[src/rtl/hack_control.sv]
// hack_control: Hack CPU control unit; decodes A/C instructions, owns A/D/PC,
// drives the external ALU and performs writeback and jumps.
// Ports: clk, reset (sync, active-high); instr/instr_valid/instr_ready
// handshake; in_m/out_m/write_m/address_m memory side; pc; alu_x/alu_y and
// alu_zx..alu_no to the ALU; alu_out/alu_zr/alu_ng back from it.
// Optional: define HACK_CONTROL_RETIRE_CNT_EN to add the 32-bit retired counter.
module hack_control (
    input  logic        clk,
    input  logic        reset,
    input  logic [15:0] instr,
    input  logic        instr_valid,
    output logic        instr_ready,
    input  logic [15:0] in_m,
    output logic [15:0] out_m,
    output logic        write_m,
    output logic [14:0] address_m,
    output logic [14:0] pc,
    output logic [15:0] alu_x,
    output logic [15:0] alu_y,
    output logic        alu_zx,
    output logic        alu_nx,
    output logic        alu_zy,
    output logic        alu_ny,
    output logic        alu_f,
    output logic        alu_no,
    input  logic [15:0] alu_out,
    input  logic        alu_zr,
    input  logic        alu_ng
`ifdef HACK_CONTROL_RETIRE_CNT_EN
    ,
    output logic [31:0] retired
`endif
);

    typedef enum logic {IDLE, EXEC} state_t;

    state_t      state_q, state_d;
    logic [15:0] a_q, a_d;
    logic [15:0] d_q, d_d;
    logic [14:0] pc_q, pc_d;
    // instr[15:13] carry no information once a C-instruction is accepted
    logic [12:0] ir_q, ir_d;
    logic        fire;
    logic        jmp;
    logic        retire;

    assign instr_ready = (state_q == IDLE) & ~reset;
    assign fire        = instr_valid & instr_ready;

    assign jmp = (ir_q[2] & alu_ng) |
                 (ir_q[1] & alu_zr) |
                 (ir_q[0] & ~alu_ng & ~alu_zr);

    // Memory write is suppressed in the same cycle reset aborts an EXEC
    assign write_m   = (state_q == EXEC) & ir_q[3] & ~reset;
    assign out_m     = alu_out;
    assign address_m = a_q[14:0];
    assign pc        = pc_q;
    assign alu_x     = d_q;
    assign alu_y     = ir_q[12] ? in_m : a_q;
    assign alu_zx    = ir_q[11];
    assign alu_nx    = ir_q[10];
    assign alu_zy    = ir_q[9];
    assign alu_ny    = ir_q[8];
    assign alu_f     = ir_q[7];
    assign alu_no    = ir_q[6];

    always_comb begin
        state_d = state_q;
        a_d     = a_q;
        d_d     = d_q;
        pc_d    = pc_q;
        ir_d    = ir_q;
        retire  = 1'b0;
        unique case (state_q)
            IDLE: begin
                if (fire) begin
                    if (!instr[15]) begin
                        a_d    = instr;
                        pc_d   = pc_q + 15'd1;
                        retire = 1'b1;
                    end else begin
                        ir_d    = instr[12:0];
                        state_d = EXEC;
                    end
                end
            end
            EXEC: begin
                // Jump target uses A as held during EXEC, before any writeback
                pc_d   = jmp ? a_q[14:0] : pc_q + 15'd1;
                if (ir_q[5]) a_d = alu_out;
                if (ir_q[4]) d_d = alu_out;
                retire  = 1'b1;
                state_d = IDLE;
            end
            default: state_d = IDLE;
        endcase
    end

    always_ff @(posedge clk) begin
        if (reset) begin
            state_q <= IDLE;
            a_q     <= '0;
            d_q     <= '0;
            pc_q    <= '0;
            ir_q    <= '0;
        end else begin
            state_q <= state_d;
            a_q     <= a_d;
            d_q     <= d_d;
            pc_q    <= pc_d;
            ir_q    <= ir_d;
        end
    end

`ifdef HACK_CONTROL_RETIRE_CNT_EN
    always_ff @(posedge clk) begin
        if (reset)       retired <= '0;
        else if (retire) retired <= retired + 32'd1;
    end
`else
    logic unused_retire;
    assign unused_retire = retire;
`endif

endmodule

[config.mk]
export PLATFORM = sky130hd
export DESIGN_NAME = hack_control
export DESIGN_NICKNAME = d
export VERILOG_FILES = /design/src/rtl/hack_control.sv
export SDC_FILE = /design/constraint.sdc
export NUM_CORES = 1
export LEC_CHECK = 0
export ABC_AREA = 1
export CAP_MARGIN = 5
export CORE_MARGIN = 2
export CORE_UTILIZATION = 28
export CTS_CLUSTER_DIAMETER = 150
export DETAILED_ROUTE_END_ITERATION = 8
export HOLD_SLACK_MARGIN = 0.05
export PLACE_DENSITY_LB_ADDON = 0.25
export REMOVE_ABC_BUFFERS = 1
export SYNTH_ARGS = -nofsm -noshare
export SYNTH_HDL_FRONTEND = slang
export SYNTH_SLANG_ARGS = --single-unit
[constraint.sdc]
create_clock -name clk -period 1.55 [get_ports clk]
set_input_delay 0.3875 -clock clk [delete_from_list [all_inputs] [get_ports clk]]
set_output_delay 0.3875 -clock clk [all_outputs]
set_load 0.1 [all_outputs]
==> impl_metrics.ini <==
[synthesis]
synthSimpleGateAreaFrac_pct = 28.7
async_flop_share_pct = 0
synthCells = 498
synthDistinctLibCells = 23
synth_edf_count = 0
synth_top_area_cell = dfxtp_1
synth_most_common_cell = nand2_1
seq_area_frac_synth_pct = 37.8
netlist_area_sq_um = 3230
muxShareOfSynthArea_pct = 0
yosys-top-cells-count = nand2_1 (139), dfxtp_1 (61), nor2_1 (53), o21ai_0 (46), a21oi_1 (43)
ys_ff_latch = 61
yosysTopAreaCellShare_pct = 37.8
synth_top_family_by_area = simple AND/OR/NAND/NOR gates
synth_xor_xnor_area_share_pct = 0.542
synth_area_per_cell_sq_um = 6.49
synthFlopType = dfxtp_1
synthAdderAreaFrac_pct = 0.387
synth-compound-area-share_pct = 17.2
yosys_warnings = 0
synthTopCellsByArea = dfxtp_1 (38%), nand2_1 (16%), buf_4 (7.9%)

[place]
place_congestion = 0.866
portBuffers = 138
dpl_cell_area_sq_um = 5770
dp_hpwl_um = 8350
place_inst = 776

[drt]
vias = 3694
viasPerCell = 4.64
wl_per_cell_um = 14.0
route.detailed.drc = 0
drt-initial-drc-count = 173
ant_nets = 0
routed_wl_um = 11100
firstDrtPassIters = 4

[sta]
skew_ns = 0.00713
fin_crit_ns = 1.64
finalHoldViolCount = 0
relSlewSlack_pct = 74.8
setup_slack_ns = -0.0948
clock.fmax_mhz = 608
tightest_slew_ns = 0.376
setup_violations = 17
finalCritPeriodShare_pct = 106
final_max_slew_viol_count = 0
hold_ws_ns = 0.463
grt_setup_unrepaired = true

[power]
switching_share_pct = 33.0
internal_power_mw = 3.54
power_density_nw_per_um2 = 833
fin_total_pwr_mw = 5.29
combPwrFrac_pct = 31.4
p_sw_mw = 1.75
power_frac_seq_pct = 31.4
leakage_nw = 2.58
clkPwrFrac_pct = 37.2
ir_drop_mv = 0.445

[min_path]
hp-class = reg2reg

[clock_tree]
cts_hold_buf = 0
cts_tree = built
cts_sinks = 61
clk_pin_slew_ns = 0.05
insertion_delay_ns = 0.32
cts_buffers = 9
cts_root_buf = clkbuf_16
clockBufferDepth = 2
h-tree-depth = 3

[layout]
syn2layout_area_growth_pct = 96.4
final_cell_count_no_fill = 796
final_cell_area_sq_um = 6350
fillers = 1014
fin_util_pct = 56.1
diodes = 0
drive_gt1_share_pct = 30.0
nNetsFinal = 702

[critical_path]
worstPathRequired_ns = 1.16
crit_arrival_ns = 1.26
worstPathMaxFanout = 12
end_kind = output port
critPathLaunchType = flop
path_class = reg2out

[floorplan]
dieArea_sq_um = 12400
rows = 39
design.portCount = 139
die_h_um = 111
initial_core_util_pct = 28.5
die_x_um = 111
core_area_sq_um = 11300

[global_route]
grt_pass1_wl_um = 18200
first_global_vias = 3653
antenna_found_initial = 0
grt_max_degree = 24
overflow = 0
gr-usage-all-layers_pct = 18.0

[job]
drv_cap = 0

[status]
failed_checks = setup timing
status = finished with violations
==> state kept, by name, indices dropped and copies added, names as in the netlist <==
register and flops:
a_q 16, alu_x 16, pc 15, ir_q 13, state_q 1
==> per-layer routing <==
layer | up-vias | wire (um) | global-route usage (%)
met4 | 0 | 179 | 7.16
li1 | 1873 | - | -
met2 | 124 | 5620 | 30.4
met5 | - | 0 | 0
met3 | 18 | 785 | 4.68
met1 | 1679 | 4560 | 21.9
==> power groups by stage <==
stage               combinational [mW]  sequential, mW  clock [mW]
floorplan                        0.395            1.96           0
global placement                  1.57            1.69           0
detailed placement                1.58            1.69           0
CTS                               1.64            1.66        2.01
global route                      1.72            1.67        2.07
finish                            1.66            1.66        1.97
==> repair_timing <==
item,in CTS,in global routing
buffers inserted,0,2
cloned,1,1
gates resized for setup,54,16
endpoints found under the setup margin,52,26
pin swaps,0,7
==> cells by family (layout without fill, tap and decap cells) <==
group	count (synthesis)	after routing
simple gates	231	231
flops	61	61
xor+xnor	2	2
fa+ha+maj	1	1
compound gates	108	108
buf+inv	95	250
==> cell type report <==
class                      instances  area (sq um)  area share [%]
sequential                        61          1230            19.4
timing repair buffer             194          2780            43.8
clock inverter                     5          50.0           0.789
tap                              143           179            2.82
clock buffer                      11           243            3.82
multi-input combinational        342          1710            26.9
inverter                          40           159            2.50
==> critical path: stages (launching register included) <==
cell	delay, ns
dfxtp_4	0.38
buf_16	0.18
o21ai_4	0.18
buf_12	0.19
==> through the flow <==
step	worst slack [ns]	TNS, ns
3_5_place_dp	-0.562	-23.43
4_1_cts	-0.109	-1.62
3_3_place_gp	-0.591	-21.94
2_1_floorplan	-2.08	-80.11
6_report	-0.0948	-1.27
5_1_grt	-0.133	-1.88
==> path summary, 6_finish.rpt <==
check / startpoint / to / slack (ns) / cells after the start
max: ir_q[12] / alu_y[12] / -0.09 / 3
min: ir_q[2] / ir_q[2] / 0.46 / 2
max reg2reg: pc[0] / pc[12] / 0.10 / 7
min reg2reg: ir_q[2] / ir_q[2] / 0.46 / 2
==> placed cells by master, fill, tap and decap left out, types with 2 or more instances in the layout <==
cell,synthesis,final
dfxtp_4,0,2
nand4_1,4,4
a21oi_1,43,43
nand2_1,139,130
buf_12,0,92
inv_4,0,2
nand2_2,2,10
o21ai_2,1,3
inv_2,3,2
dfxtp_1,61,58
o21ai_4,1,14
clkbuf_16,0,10
nor2_1,53,53
buf_4,34,46
buf_6,0,2
o21ai_1,17,15
inv_1,37,35
clkdlybuf4s50_1,0,50
nand3_1,30,30
o21ai_0,46,33
clkinv_2,0,4
Note: power is estimated with default switching activity, not from simulation.
